**src/rtl/bus_pkg.sv**
```systemverilog
// rtl/bus_pkg.sv - shared types and constants for the bus master port
// Purpose: controller state encoding, slave id constants, mode constants and
//   a small constant helper used for counter sizing.
// Ports: none (package).
package bus_pkg;

  typedef enum logic [2:0] {
    ST_IDLE,
    ST_REQ,
    ST_ADDR,
    ST_WDATA,
    ST_ACK_WAIT,
    ST_RD_WAIT,
    ST_DONE
  } bus_state_e;

  localparam logic [1:0] SLV_0    = 2'd0;
  localparam logic [1:0] SLV_1    = 2'd1;
  localparam logic [1:0] SLV_2    = 2'd2;
  localparam logic [1:0] SLV_RSVD = 2'd3;

  localparam logic MODE_WRITE = 1'b1;
  localparam logic MODE_READ  = 1'b0;

  function automatic int max_int(input int a, input int b);
    return (a > b) ? a : b;
  endfunction

endpackage

```
**src/rtl/bus_master_port_if.sv**
```systemverilog
// rtl/bus_master_port_if.sv - master-to-arbiter/slave serial bus bundle
// Purpose: groups request/grant handshake and serial data lines of one master.
// Signals: m_request, m_slave_sel[1:0], m_grant, m_dout, m_dvalid, m_mode,
//   m_din, m_din_valid, m_ack. Modport master drives request side; modport
//   slave is the arbiter/slave view.
interface bus_master_port_if;
  logic       m_request;
  logic [1:0] m_slave_sel;
  logic       m_grant;
  logic       m_dout;
  logic       m_dvalid;
  logic       m_mode;
  logic       m_din;
  logic       m_din_valid;
  logic       m_ack;

  modport master (
    output m_request, m_slave_sel, m_dout, m_dvalid, m_mode,
    input  m_grant, m_din, m_din_valid, m_ack
  );

  modport slave (
    input  m_request, m_slave_sel, m_dout, m_dvalid, m_mode,
    output m_grant, m_din, m_din_valid, m_ack
  );
endinterface

```
**src/rtl/bus_shift_reg.sv**
```systemverilog
// rtl/bus_shift_reg.sv - parallel-load, shift-right register
// Purpose: loads a word in parallel or shifts right by one with din entering
//   the MSB; q[0] is the next bit out (LSB-first serial order).
// Ports: clk, rst (async, active-high), load, load_data[W], shift_en, din,
//   q[W] register contents.
module bus_shift_reg #(
  parameter int W = 8
) (
  input  logic         clk,
  input  logic         rst,
  input  logic         load,
  input  logic [W-1:0] load_data,
  input  logic         shift_en,
  input  logic         din,
  output logic [W-1:0] q
);

  logic [W-1:0] sr_q, sr_d;

  always_comb begin
    sr_d = sr_q;
    if (load) begin
      sr_d = load_data;
    end else if (shift_en) begin
      sr_d = {din, sr_q[W-1:1]};
    end
  end

  always_ff @(posedge clk or posedge rst) begin
    if (rst) begin
      sr_q <= '0;
    end else begin
      sr_q <= sr_d;
    end
  end

  assign q = sr_q;

endmodule

```
**src/rtl/bus_master_port.sv**
```systemverilog
// rtl/bus_master_port.sv - master-side serial bus port for the two-master arbiter
// Purpose: accepts one read/write command, requests the arbiter, shifts the
//   address (and write data) out LSB first, then collects serial read data or
//   waits for the write acknowledge. Optional wait timeout: BUS_TIMEOUT_EN.
// Ports: clk, rst (async, active-high); cmd_start/cmd_write/cmd_slave/
//   cmd_addr/cmd_wdata command inputs; busy, done, err, rdata status outputs;
//   bus (bus_master_port_if.master) request/grant and serial data lines.
module bus_master_port
  import bus_pkg::*;
#(
  parameter int ADDR_W         = 12,
  parameter int DATA_W         = 8,
  parameter int TIMEOUT_CYCLES = 255
) (
  input  logic              clk,
  input  logic              rst,
  input  logic              cmd_start,
  input  logic              cmd_write,
  input  logic [1:0]        cmd_slave,
  input  logic [ADDR_W-1:0] cmd_addr,
  input  logic [DATA_W-1:0] cmd_wdata,
  output logic              busy,
  output logic              done,
  output logic              err,
  output logic [DATA_W-1:0] rdata,
  bus_master_port_if.master bus
);

  localparam int OUT_W = ADDR_W + DATA_W;
  localparam int CNT_W = $clog2(max_int(ADDR_W, DATA_W) + 1);
  localparam logic [CNT_W-1:0] CNT_ONE = 1;

  bus_state_e        state_q, state_d;
  logic [CNT_W-1:0]  cnt_q, cnt_d;
  logic              mode_q, mode_d;
  logic [1:0]        slave_q, slave_d;
  logic              busy_q, busy_d, done_q, done_d, err_q, err_d;
  logic              req_q, req_d, dvalid_q, dvalid_d;
  logic [DATA_W-1:0] rdata_q, rdata_d;
  logic              load_out, shift_out, shift_in, timeout;
  logic [OUT_W-1:0]  out_q;
  logic [DATA_W-1:0] in_q;
  logic              shift_unused;

`ifdef BUS_TIMEOUT_EN
  localparam int TO_W = $clog2(TIMEOUT_CYCLES + 1);
  localparam logic [TO_W-1:0] TO_ONE = 1;
  logic [TO_W-1:0] to_cnt_q, to_cnt_d;
  logic            waiting;

  assign waiting = (state_q == ST_REQ) || (state_q == ST_ACK_WAIT) || (state_q == ST_RD_WAIT);
  assign timeout = waiting && (to_cnt_q == TO_W'(TIMEOUT_CYCLES - 1));

  // Restart on every state change; each received read bit also restarts it.
  always_comb begin
    to_cnt_d = to_cnt_q;
    if ((state_d != state_q) || ((state_q == ST_RD_WAIT) && bus.m_din_valid)) begin
      to_cnt_d = '0;
    end else if (waiting) begin
      to_cnt_d = to_cnt_q + TO_ONE;
    end
  end

  always_ff @(posedge clk or posedge rst) begin
    if (rst) begin
      to_cnt_q <= '0;
    end else begin
      to_cnt_q <= to_cnt_d;
    end
  end
`else
  localparam int TIMEOUT_UNUSED = TIMEOUT_CYCLES;
  assign timeout = 1'b0;
`endif

  // Address and write data share one register: {wdata, addr} drains LSB first.
  bus_shift_reg #(.W(OUT_W)) u_out_sr (
    .clk       (clk),
    .rst       (rst),
    .load      (load_out),
    .load_data ({cmd_wdata, cmd_addr}),
    .shift_en  (shift_out),
    .din       (1'b0),
    .q         (out_q)
  );

  bus_shift_reg #(.W(DATA_W)) u_in_sr (
    .clk       (clk),
    .rst       (rst),
    .load      (1'b0),
    .load_data ('0),
    .shift_en  (shift_in),
    .din       (bus.m_din),
    .q         (in_q)
  );

  assign shift_unused = ^{out_q[OUT_W-1:1], in_q[0]};

  always_comb begin
    state_d   = state_q;
    cnt_d     = cnt_q;
    mode_d    = mode_q;
    slave_d   = slave_q;
    rdata_d   = rdata_q;
    err_d     = 1'b0;
    load_out  = 1'b0;
    shift_out = 1'b0;
    shift_in  = 1'b0;
    case (state_q)
      ST_IDLE: begin
        if (cmd_start) begin
          mode_d   = cmd_write;
          slave_d  = cmd_slave;
          load_out = 1'b1;
          if (cmd_slave == SLV_RSVD) begin
            state_d = ST_DONE;
            err_d   = 1'b1;
          end else begin
            state_d = ST_REQ;
          end
        end
      end
      ST_REQ: begin
        if (bus.m_grant) begin
          state_d = ST_ADDR;
        end else if (timeout) begin
          state_d = ST_DONE;
          err_d   = 1'b1;
        end
      end
      ST_ADDR, ST_WDATA: begin
        if (!bus.m_grant) begin
          state_d = ST_DONE;
          err_d   = 1'b1;
        end else begin
          shift_out = 1'b1;
          cnt_d     = cnt_q + CNT_ONE;
          if ((state_q == ST_ADDR) && (cnt_q == CNT_W'(ADDR_W - 1))) begin
            state_d = (mode_q == MODE_WRITE) ? ST_WDATA : ST_RD_WAIT;
          end else if ((state_q == ST_WDATA) && (cnt_q == CNT_W'(DATA_W - 1))) begin
            state_d = ST_ACK_WAIT;
          end
        end
      end
      ST_ACK_WAIT: begin
        if (!bus.m_grant) begin
          state_d = ST_DONE;
          err_d   = 1'b1;
        end else if (bus.m_ack) begin
          state_d = ST_DONE;
        end else if (timeout) begin
          state_d = ST_DONE;
          err_d   = 1'b1;
        end
      end
      ST_RD_WAIT: begin
        if (!bus.m_grant) begin
          state_d = ST_DONE;
          err_d   = 1'b1;
        end else if (bus.m_din_valid) begin
          shift_in = 1'b1;
          cnt_d    = cnt_q + CNT_ONE;
          if (cnt_q == CNT_W'(DATA_W - 1)) begin
            state_d = ST_DONE;
            // Publish the completed word including the bit arriving now.
            rdata_d = {bus.m_din, in_q[DATA_W-1:1]};
          end
        end else if (timeout) begin
          state_d = ST_DONE;
          err_d   = 1'b1;
        end
      end
      ST_DONE: state_d = ST_IDLE;
      default: state_d = ST_IDLE;
    endcase

    if (state_d != state_q) begin
      cnt_d = '0;
    end

    // Outputs are decoded from the next state so they are registered in step.
    busy_d   = (state_d != ST_IDLE);
    done_d   = (state_d == ST_DONE);
    req_d    = state_d inside {ST_REQ, ST_ADDR, ST_WDATA, ST_ACK_WAIT, ST_RD_WAIT};
    dvalid_d = state_d inside {ST_ADDR, ST_WDATA};
  end

  always_ff @(posedge clk or posedge rst) begin
    if (rst) begin
      state_q  <= ST_IDLE;
      cnt_q    <= '0;
      mode_q   <= MODE_READ;
      slave_q  <= SLV_0;
      rdata_q  <= '0;
      busy_q   <= 1'b0;
      done_q   <= 1'b0;
      err_q    <= 1'b0;
      req_q    <= 1'b0;
      dvalid_q <= 1'b0;
    end else begin
      state_q  <= state_d;
      cnt_q    <= cnt_d;
      mode_q   <= mode_d;
      slave_q  <= slave_d;
      rdata_q  <= rdata_d;
      busy_q   <= busy_d;
      done_q   <= done_d;
      err_q    <= err_d;
      req_q    <= req_d;
      dvalid_q <= dvalid_d;
    end
  end

  assign busy            = busy_q;
  assign done            = done_q;
  assign err             = err_q;
  assign rdata           = rdata_q;
  assign bus.m_request   = req_q;
  assign bus.m_slave_sel = req_q ? slave_q : SLV_0;
  assign bus.m_dvalid    = dvalid_q;
  assign bus.m_dout      = dvalid_q & out_q[0];
  assign bus.m_mode      = dvalid_q & mode_q;

endmodule

```
**src/flat_wrapper.sv**
```systemverilog
// flat-port wrapper written by rule: the top's interface ports become plain ports
module bus_master_port_flat import bus_pkg::*;
#(
  parameter int ADDR_W         = 12,
  parameter int DATA_W         = 8,
  parameter int TIMEOUT_CYCLES = 255
)
  (clk, rst, cmd_start, cmd_write, cmd_slave, cmd_addr, cmd_wdata, busy, done, err, rdata, bus_m_request, bus_m_slave_sel, bus_m_dout, bus_m_dvalid, bus_m_mode, bus_m_grant, bus_m_din, bus_m_din_valid, bus_m_ack);
  bus_master_port_if bus_i ();
  input  logic clk;
  input  logic rst;
  input  logic cmd_start;
  input  logic cmd_write;
  input  logic [1:0] cmd_slave;
  input  logic [ADDR_W-1:0] cmd_addr;
  input  logic [DATA_W-1:0] cmd_wdata;
  output logic busy;
  output logic done;
  output logic err;
  output logic [DATA_W-1:0] rdata;
  output wire logic [$bits(bus_i.m_request)-1:0] bus_m_request;
  output wire logic [$bits(bus_i.m_slave_sel)-1:0] bus_m_slave_sel;
  output wire logic [$bits(bus_i.m_dout)-1:0] bus_m_dout;
  output wire logic [$bits(bus_i.m_dvalid)-1:0] bus_m_dvalid;
  output wire logic [$bits(bus_i.m_mode)-1:0] bus_m_mode;
  input wire logic [$bits(bus_i.m_grant)-1:0] bus_m_grant;
  input wire logic [$bits(bus_i.m_din)-1:0] bus_m_din;
  input wire logic [$bits(bus_i.m_din_valid)-1:0] bus_m_din_valid;
  input wire logic [$bits(bus_i.m_ack)-1:0] bus_m_ack;
  assign bus_m_request = bus_i.m_request;
  assign bus_m_slave_sel = bus_i.m_slave_sel;
  assign bus_m_dout = bus_i.m_dout;
  assign bus_m_dvalid = bus_i.m_dvalid;
  assign bus_m_mode = bus_i.m_mode;
  assign bus_i.m_grant = bus_m_grant;
  assign bus_i.m_din = bus_m_din;
  assign bus_i.m_din_valid = bus_m_din_valid;
  assign bus_i.m_ack = bus_m_ack;
  bus_master_port #(.ADDR_W(ADDR_W), .DATA_W(DATA_W), .TIMEOUT_CYCLES(TIMEOUT_CYCLES)) u_core (.clk(clk), .rst(rst), .cmd_start(cmd_start), .cmd_write(cmd_write), .cmd_slave(cmd_slave), .cmd_addr(cmd_addr), .cmd_wdata(cmd_wdata), .busy(busy), .done(done), .err(err), .rdata(rdata), .bus(bus_i));
endmodule
```
**config.mk**
```make
export PLATFORM = sky130hd
export DESIGN_NAME = bus_master_port_flat
export DESIGN_NICKNAME = d
export VERILOG_FILES = /design/src/rtl/bus_pkg.sv /design/src/rtl/bus_master_port_if.sv /design/src/rtl/bus_shift_reg.sv /design/src/rtl/bus_master_port.sv /design/src/flat_wrapper.sv
export SDC_FILE = /design/constraint.sdc
export NUM_CORES = 1
export LEC_CHECK = 0
export BUFFER_PORTS_ARGS = -buffer_cell sky130_fd_sc_hd__buf_4
export CAP_MARGIN = 15
export CORE_AREA = 2 2 73 82
export DETAILED_ROUTE_END_ITERATION = 6
export DIE_AREA = 0 0 75 84
export MAX_ROUTING_LAYER = met4
export PLACE_DENSITY = 0.71
export SLEW_MARGIN = 0
export SYNTH_ARGS = -nofsm -noshare
export SYNTH_HDL_FRONTEND = slang
export SYNTH_HIERARCHICAL = 1
export SYNTH_SLANG_ARGS = --single-unit
```
**constraint.sdc**
```tcl
create_clock -name clk -period 5.6 [get_ports clk]
set_clock_uncertainty 0.2 [all_clocks]
set_input_delay 1.12 -clock clk [delete_from_list [all_inputs] [get_ports clk]]
set_output_delay 1.12 -clock clk [all_outputs]
set_load 0.05 [all_outputs]
```
* Word-level counts from Yosys, hierarchy flattened
Index checks and enable logic that the tools add are counted.
** Storage, ports and cells
- Bits in registers :: 51
- Latch bits :: 0
- Memory bits (writable) :: 0
- Memory bits (read-only) :: 0
- Bits of input ports :: 30
- Output and inout bits :: 17
- Logic and storage cells :: 78
- Memories kept :: 0
** Operators by class
- Add/sub/neg operators :: 1
- Multiply operators :: 0
- Divide/modulo/power cells :: 0
- Magnitude comparators :: 0
- Equality and inequality tests :: 18
- Shift operators :: 0
- Mux-type cells :: 32
- Bitwise logic cells :: 2
- Reductions and logical operators :: 13
** Operators by type and width (number)
- $mux 20 :: 2
- $mux 3 :: 12
- $mux 4 :: 4
- $eq 3x3->1 const B :: 5
- $pmux 3 s5 :: 1
- $eq 3x2->1 const B :: 4
- $mux 1 :: 10
- $ne 3x2->1 const B :: 3
- $pmux 4 s2 :: 1
- $reduce_and 4->1 :: 2
- $eq 3x1->1 const B :: 2
- $reduce_bool 3->1 :: 2
- $reduce_bool 5->1 :: 1
- $add 4x1->4 const B :: 1
- $eq 4x3->1 const B :: 1
- $eq 4x4->1 const B :: 1
- $reduce_bool 2->1 :: 2
- $reduce_or 4->1 :: 1
- $logic_not 3->1 :: 1
- $ne 3x3->1 :: 1
- $and 1x1->1 :: 2
- $eq 2x2->1 const B :: 1
- $logic_and 1x1->1 :: 2
- $mux 2 :: 1
- 3 further kinds :: 3

* Longest topological paths before layout
Gate-level depths: netlist (run 1).
- Depth after elaboration :: 9
- Depth in mapped cells :: 8
- Gate-level depth less buffers :: 7

* Hierarchy
Netlist (run 1), hierarchy kept.
** By module, submodules not included
- bus_master_port :: instances 1, cells an instance 139, area each 1341.3 µm², seq. area each 575.6 µm²
- bus_shift_reg (u_core.u_out_sr) :: instances 1, cells an instance 87, area each 923.4 µm², seq. area each 500.5 µm²
- bus_shift_reg (u_core.u_in_sr) :: instances 1, cells an instance 35, area each 376.6 µm², seq. area each 200.2 µm²

* Worst setup path before layout (run 1)
OpenSTA, ideal clock, no wires.
- Path type :: input-to-reg
- Start point :: input bus_m_grant
- End point :: register u_core.rdata_q[7], in the netlist u_core/rdata[7]
- Library setup time :: 0.125 ns
- Data arrival time :: 2.423 ns
- Data required time :: 5.275 ns
- Setup slack :: 2.852 ns
- Cell stages on the path :: 5
- Buffers on the path :: 2
- Cell sequence :: clkbuf_1 -> clkbuf_1 -> nand2_1 -> nor2_1 -> mux2_2
** Between the ends
- Longest elaborated chain between the ends :: 1
** RTL lines
- start: declaration :: line flat_wrapper.sv:26 : input wire logic [$bits(bus_i.m_grant)-1:0] bus_m_grant;
- $reduce_and 4->1 (no line)
- end signal: assignment :: line bus_master_port.sv:205 : rdata_q <= rdata_d;
- end: declaration :: line bus_master_port.sv:39 : logic [DATA_W-1:0] rdata_q, rdata_d;
No other way between the ends.
A chain may end at the register's enable or synchronous reset.

* Worst setup path in the final report (run 1)
- Start point :: input cmd_start
- End point :: register u_core.cnt_q[3]
** Between the ends
- Longest elaborated chain between the ends :: 5
- Elaborated cells between the ends (all ways) :: 9
- Classes of those cells :: 4 x eq/ne; 3 x mux; 2 x reduce/logical
** RTL lines
- start: declaration :: line flat_wrapper.sv:12 : input logic cmd_start;
- $mux 3 * :: line bus_master_port.sv:111 : if (cmd_start) begin
- $pmux 3 s5 * :: line bus_master_port.sv:109 : case (state_q)
- $ne 3x3->1 * :: line bus_master_port.sv:177 : if (state_d != state_q) begin
- $ne 3x2->1 (no line) / $reduce_bool 3->1 (equally long branches)
- $reduce_and 4->1 (no line)
- end signal: assignment :: line bus_master_port.sv:202 : cnt_q <= cnt_d;
- end: declaration :: line bus_master_port.sv:34 : logic [CNT_W-1:0] cnt_q, cnt_d;
Every way passes the cells marked *; elsewhere a longest branch is shown, timed or not.

==> results.yml, run 1 <==
outcome:
  status: "finished clean"
detailed_routing:
  viasPerCell: 5.14
  via_count: 1988
  drtAntennaViolNets: 0
  firstDrtPassIters: 4
  drcViolationCount: 0
  avgRoutedWirePerCell_um: 13.3
  first_iter_violations: 88
  wirelength_mm: 5.16
cts:
  cts_htree_levels: 2
  insertion_delay_ns: 0.30
  cts_resized: 0
  cts_buffer_depth: 2
  clockRootBuffer: "clkbuf_8"
  cts_hold_buf: 0
  cts_made_buffers: 5
  clk_pin_slew_worst_paths_ns: 0.08
  postCtsSetupRepairBufs: 0
  cts_tree: "yes"
  clock_sinks: 50
worst_setup_path:
  cp.arrival_ns: 2.99
  startpoint: "cmd_start"
  critical_path_required_ns: 5.56
  path_buf_inv: 2
  crit_fanout: 45
  max_stage_delay_ns: 0.48
  slowest_stage: "clkinv_2"
  crit_cells: 7
  r2r.worst_path.cells: 6
  timing.rr.end: "u_core/cnt_q[3]$_DFFE_PP0P_"
  path_cells: "buf_4, or4b_1, clkinv_2, a32oi_1, a31oi_1, o221ai_1, nor3_1"
  timing.rr.start: "u_core/state_q[1]$_DFF_PP0_"
  crit_end: "u_core/cnt_q[3]$_DFFE_PP0P_"
  crit_path_end_kind: "register"
  cp_top_family: "compound AO/OA/AOI/OAI gates"
  start_kind: "input port"
  r2r_setup_slack_ns: 2.85
  crit_type: "in -> reg"
timing:
  grt_setup_unrepaired: "false"
  hold_slack_ns: 0.278
  slew_headroom_pct: 22.8
  fin_setup_tns_ns: 0
  min_period_over_period_pct: 54.1
  finalSetupViolCount: 0
  tightest_slew_ns: 1.16
  period_needed_ns: 3.03
  final_max_slew_viol_count: 0
  fmaxAchievable_ghz: 0.330
  hold_viol: 0
global_route:
  antenna_found_initial: 0
  grt_overflow: 0
  grt_max_degree: 46
  first_global_vias: 1991
  grtUsageTotal_pct: 17.9
  grt_pass1_wl_mm: 8.69
finish:
  drive_above_1_share_pct: 21.3
  syn2layout_area_growth_pct: 20.0
  layout.nets: 343
  n_antenna_cell: 0
placement:
  routabilityCongestion: 0.890
  dp_hpwl_mm: 3.75
  io_buffers: 46
floorplanning:
  rows: 29
  die-area_um2: 6300
  die_h_um: 84
  core-area_um2: 5550
  io_pins: 47
  start_util_pct: 46.8
  die_x_um: 75
power_and_ir_drop:
  swShare_pct: 39.4
  power_mw: 1.39
  internal-power_mw: 0.840
  switchingPower_mw: 0.546
  power_density_nw_per_um2: 445
  ir_drop_mv: 0.197
  clockPowerShare_pct: 18.4
  p_leak_nw: 1.39
  comb_power_share_pct: 41.1
  seqPwrFrac_pct: 40.5
run:
  cap_viol_max_count: 0
yosys:
  syn_inst: 257
  avgSynthCellArea_um2: 10.1
  ys_warn_count: 6
  syn-cell-area_um2: 2600
worst_hold_path:
  hold_path_class: "reg -> reg"
-- tightest hold or removal path, delay by kind of cell, from the launching register on --
family | cells | cell delay, ns
AND/OR/NAND/NOR | 2 | 0.10
flip-flops | 1 | 0.35
-- cell type report --
| cell class | count | area, µm² |
|---|---|---|
| clock buffers | 6 | 82.6 |
| clock inverters | 1 | 30.0 |
| fillers | 518 | 2430 |
| inverters | 9 | 35.0 |
| multi-input cells | 198 | 1280 |
| flip-flops and latches | 50 | 1250 |
| well taps | 77 | 96.3 |
| repair buffers | 46 | 345 |
-- power groups by stage --
stage          clock network, mW  logic (mW)  registers [mW]
2_1_floorplan                  0       0.410           0.588
3_3_place_gp                   0       0.559           0.566
3_5_place_dp                   0       0.573           0.569
4_1_cts                    0.264       0.575           0.561
5_1_grt                    0.279       0.633           0.575
6_report                   0.255       0.569           0.562
-- stage by stage --
stage	instance area, µm²	util (%)	instances	setup slack, ns
6_report	3120	56.2	387	2.57
5_1_grt	3120	56.2	387	2.32
4_1_cts	3120	56.2	387	2.59
3_5_place_dp	3010	54.1	380	2.28
3_3_place_gp	3010	54.1	380	2.33
2_1_floorplan	2650	-	271	2.85
-- cells in the final DEF, fill, tap and decap left out, types with 2 or more instances in the layout --
master     n
inv_1      7
and2_1     6
conb_1    15
o31ai_1    2
nand2b_1   3
nand3_1    3
buf_4     46
clkbuf_8   6
and3_1     3
or4b_1     2
dfrtp_1   50
nor2b_1    3
nand4b_1   3
nor3_1     6
nor2_1     5
ha_1       3
o21ai_1   26
and3b_1    2
nand3b_1   4
mux2i_1   29
o21ai_0    3
xnor2_1    3
a31oi_1    2
nand2_1   44
mux2_2     8
a32oi_1    2
a21oi_1    7
-- worst min path at each step --
stage,from,end,cells past startpoint
3_5_place_dp,u_core/slave_q[1]$_DFFE_PP0P_,u_core/slave_q[1]$_DFFE_PP0P_,2
4_1_cts,u_core/slave_q[1]$_DFFE_PP0P_,u_core/slave_q[1]$_DFFE_PP0P_,2
2_1_floorplan,u_core/slave_q[0]$_DFFE_PP0P_,u_core/slave_q[0]$_DFFE_PP0P_,2
3_3_place_gp,u_core/slave_q[0]$_DFFE_PP0P_,u_core/slave_q[0]$_DFFE_PP0P_,2
5_1_grt,u_core/slave_q[1]$_DFFE_PP0P_,u_core/slave_q[1]$_DFFE_PP0P_,2
6_report,u_core/slave_q[1]$_DFFE_PP0P_,u_core/slave_q[1]$_DFFE_PP0P_,2
-- sequential cells by signal, indices dropped and copies added, names as in the netlist, 2 cells and up --
name	count
u_core/u_out_sr/q	20
u_core/rdata	8
u_core/u_in_sr/q	7
u_core/cnt_q	4
u_core/state_q	3
u_core/slave_q	2
-- per-layer routing --
metal  part of all wire, %  track usage, %
met2                    49            28.9
met4                   1.4            5.84
met1                    45            22.1
met5                     0               -
met3                   4.5            3.86
Note: power is estimated with default switching activity, not from simulation.
==> run 2: changes to the inputs <==
==> constraint.sdc (replaced) <==
create_clock -name clk -period 2.8 [get_ports clk]
set_clock_uncertainty 0.2 [all_clocks]
set_input_delay 0.56 -clock clk [delete_from_list [all_inputs] [get_ports clk]]
set_output_delay 0.56 -clock clk [all_outputs]
set_load 0.05 [all_outputs]
==> run 2 against run 1 <==
Compared with the run above: register-to-register slack got worse by 2.4 ns; first-iteration DRC count rose by 10%; sequential power rose by 98%; final cell count rose by 2.1%; combinational power rose by 110%; wire length rose by 4.5%; power rose by 96%; global-route usage rose by 0.99 points; flip-flop and latch count did not move; utilization rose by 0.68 points; cell area rose by 1.2%; via count rose by 0.55%; largest power group unchanged; highest routed layer unchanged.
==> results.yml, run 2 (synthesis gave the netlist of run 1 again) <==
finish:
  n_antenna_cell: 0
  final_area_um2: 3160
  drive_above_1_share_pct: 23.0
  final_common_cell: "buf_4"
  syn2layout_area_growth_pct: 21.5
  final_cell_mix: "buf_4, dfrtp_1, nand2_1"
  layout.nets: 350
  nFillCells: 541
  largest_register_ffs: 20
cts:
  cts_made_buffers: 5
  cts_htree_levels: 2
  clock_sinks: 50
  insertion_delay_ns: 0.30
  clk_pin_slew_worst_paths_ns: 0.09
  clockRootBuffer: "clkbuf_8"
  cts_buffer_depth: 2
  cts_tree: "yes"
timing:
  tightest_slew_ns: 0.748
  hold_viol: 0
  finalSetupViolCount: 0
  min_period_over_period_pct: 84.3
  fmaxAchievable_ghz: 0.424
  grt_setup_unrepaired: "false"
  period_needed_ns: 2.36
  final_max_slew_viol_count: 0
  slew_headroom_pct: 50.1
  fin_setup_tns_ns: 0
floorplanning:
  io_pins: 47
  die_h_um: 84
  die_x_um: 75
  core-area_um2: 5550
  die-area_um2: 6300
  rows: 29
  start_util_pct: 46.8
detailed_routing:
  avgRoutedWirePerCell_um: 13.7
  drcViolationCount: 0
  first_iter_violations: 97
  viasPerCell: 5.06
  firstDrtPassIters: 4
  drtAntennaViolNets: 0
  wirelength_mm: 5.40
  via_count: 1999
global_route:
  grt_pass1_wl_mm: 8.96
  antenna_found_initial: 0
  grtUsageTotal_pct: 18.9
  first_global_vias: 2011
  grt_max_degree: 44
  grt_overflow: 0
run:
  cap_viol_max_count: 0
power_and_ir_drop:
  p_leak_nw: 1.42
  ir_drop_mv: 0.418
  power_density_nw_per_um2: 863
placement:
  routabilityCongestion: 0.874
  io_buffers: 46
  placed_area_um2: 3050
  dp_hpwl_mm: 3.96
worst_setup_path:
  r2r.worst_path.cells: 5
  critical_path_required_ns: 2.80
  crit_fanout: 11
  crit_path_end_kind: "register"
  cp.arrival_ns: 2.36
  start_kind: "register"
  crit_type: "reg -> reg"
outcome:
  status: "finished clean"
worst_hold_path:
  holdPathStages: 3
  hold_path_class: "in -> reg"
-- run 2: changes by cell type in the layout (fill, tap and decap cells not counted), sizes merged --
cell,delta
buf,+6
bufinv,-1
clkinv,+1
clkinvlp,+1
dlygate4sd3,+1
-- run 2: final timing paths --
check | from | endpoint | slack (ns)
setup / recovery | u_core/state_q[1]$_DFF_PP0_ | u_core/done$_DFF_PP0_ | 0.44
hold / removal | cmd_write | u_core/mode_q$_DFFE_PP0P_ | 0.25
hold reg to reg | u_core/slave_q[0]$_DFFE_PP0P_ | u_core/slave_q[0]$_DFFE_PP0P_ | 0.28
min in group asynchronous | rst | u_core/u_in_sr/q[5]$_DFFE_PP0P_ | 0.55
max in group asynchronous | rst | u_core/u_out_sr/q[14]$_DFFE_PP0P_ | 1.17
setup reg to reg | u_core/state_q[1]$_DFF_PP0_ | u_core/done$_DFF_PP0_ | 0.44
-- run 2: power by group --
part	internal [mW]	switching, mW
Combinational	0.460	0.717
Clock	0.199	0.241
Sequential	0.950	0.157
-- run 2: layout make-up --
class	count	area [µm²]	area share, %
clock inverters	2	12.5	0.397
multi-input cells	198	1280	40.5
well taps	77	96.3	3.05
clock buffers	6	82.6	2.62
flip-flops and latches	50	1250	39.7
repair buffers	53	400	12.7
inverters	9	35.0	1.11
-- run 2: layer usage --
layer	wire length (µm)	up-vias	part of all wire [%]	GRT usage (%)
met5	0	-	0	-
met4	85	0	1.6	6.66
met3	217	9	4.0	4.47
met2	2650	44	49	30.2
met1	2440	941	45	23.1
li1	-	1005	-	-
-- run 2: through the flow --
stage	utilization, %	worst slack (ns)	hold WS [ns]	power (mW)	instances
finish	56.8	0.440	0.255	2.72	395
global route	56.8	0.203	0.258	2.93	395
floorplan	-	0.612	0.163	2.00	271
global placement	54.9	0.467	0.265	2.28	386
CTS	56.8	0.462	0.246	2.75	395
detailed placement	54.9	0.423	0.264	2.30	386
-- run 2: what timing repair did --
action,4_1_cts,5_1_grt
setup buffers,0,0
resized for setup,0,0
endpoints found under the hold margin,5,0
hold buffers,1,0
-- run 2: worst max-delay path, stage by stage (launching register included) --
cell       delay, ns
dfrtp_1         0.50
or4b_1          0.70
o22ai_2         0.24
inv_2           0.06
a21o_1          0.21
a2111oi_4       0.35
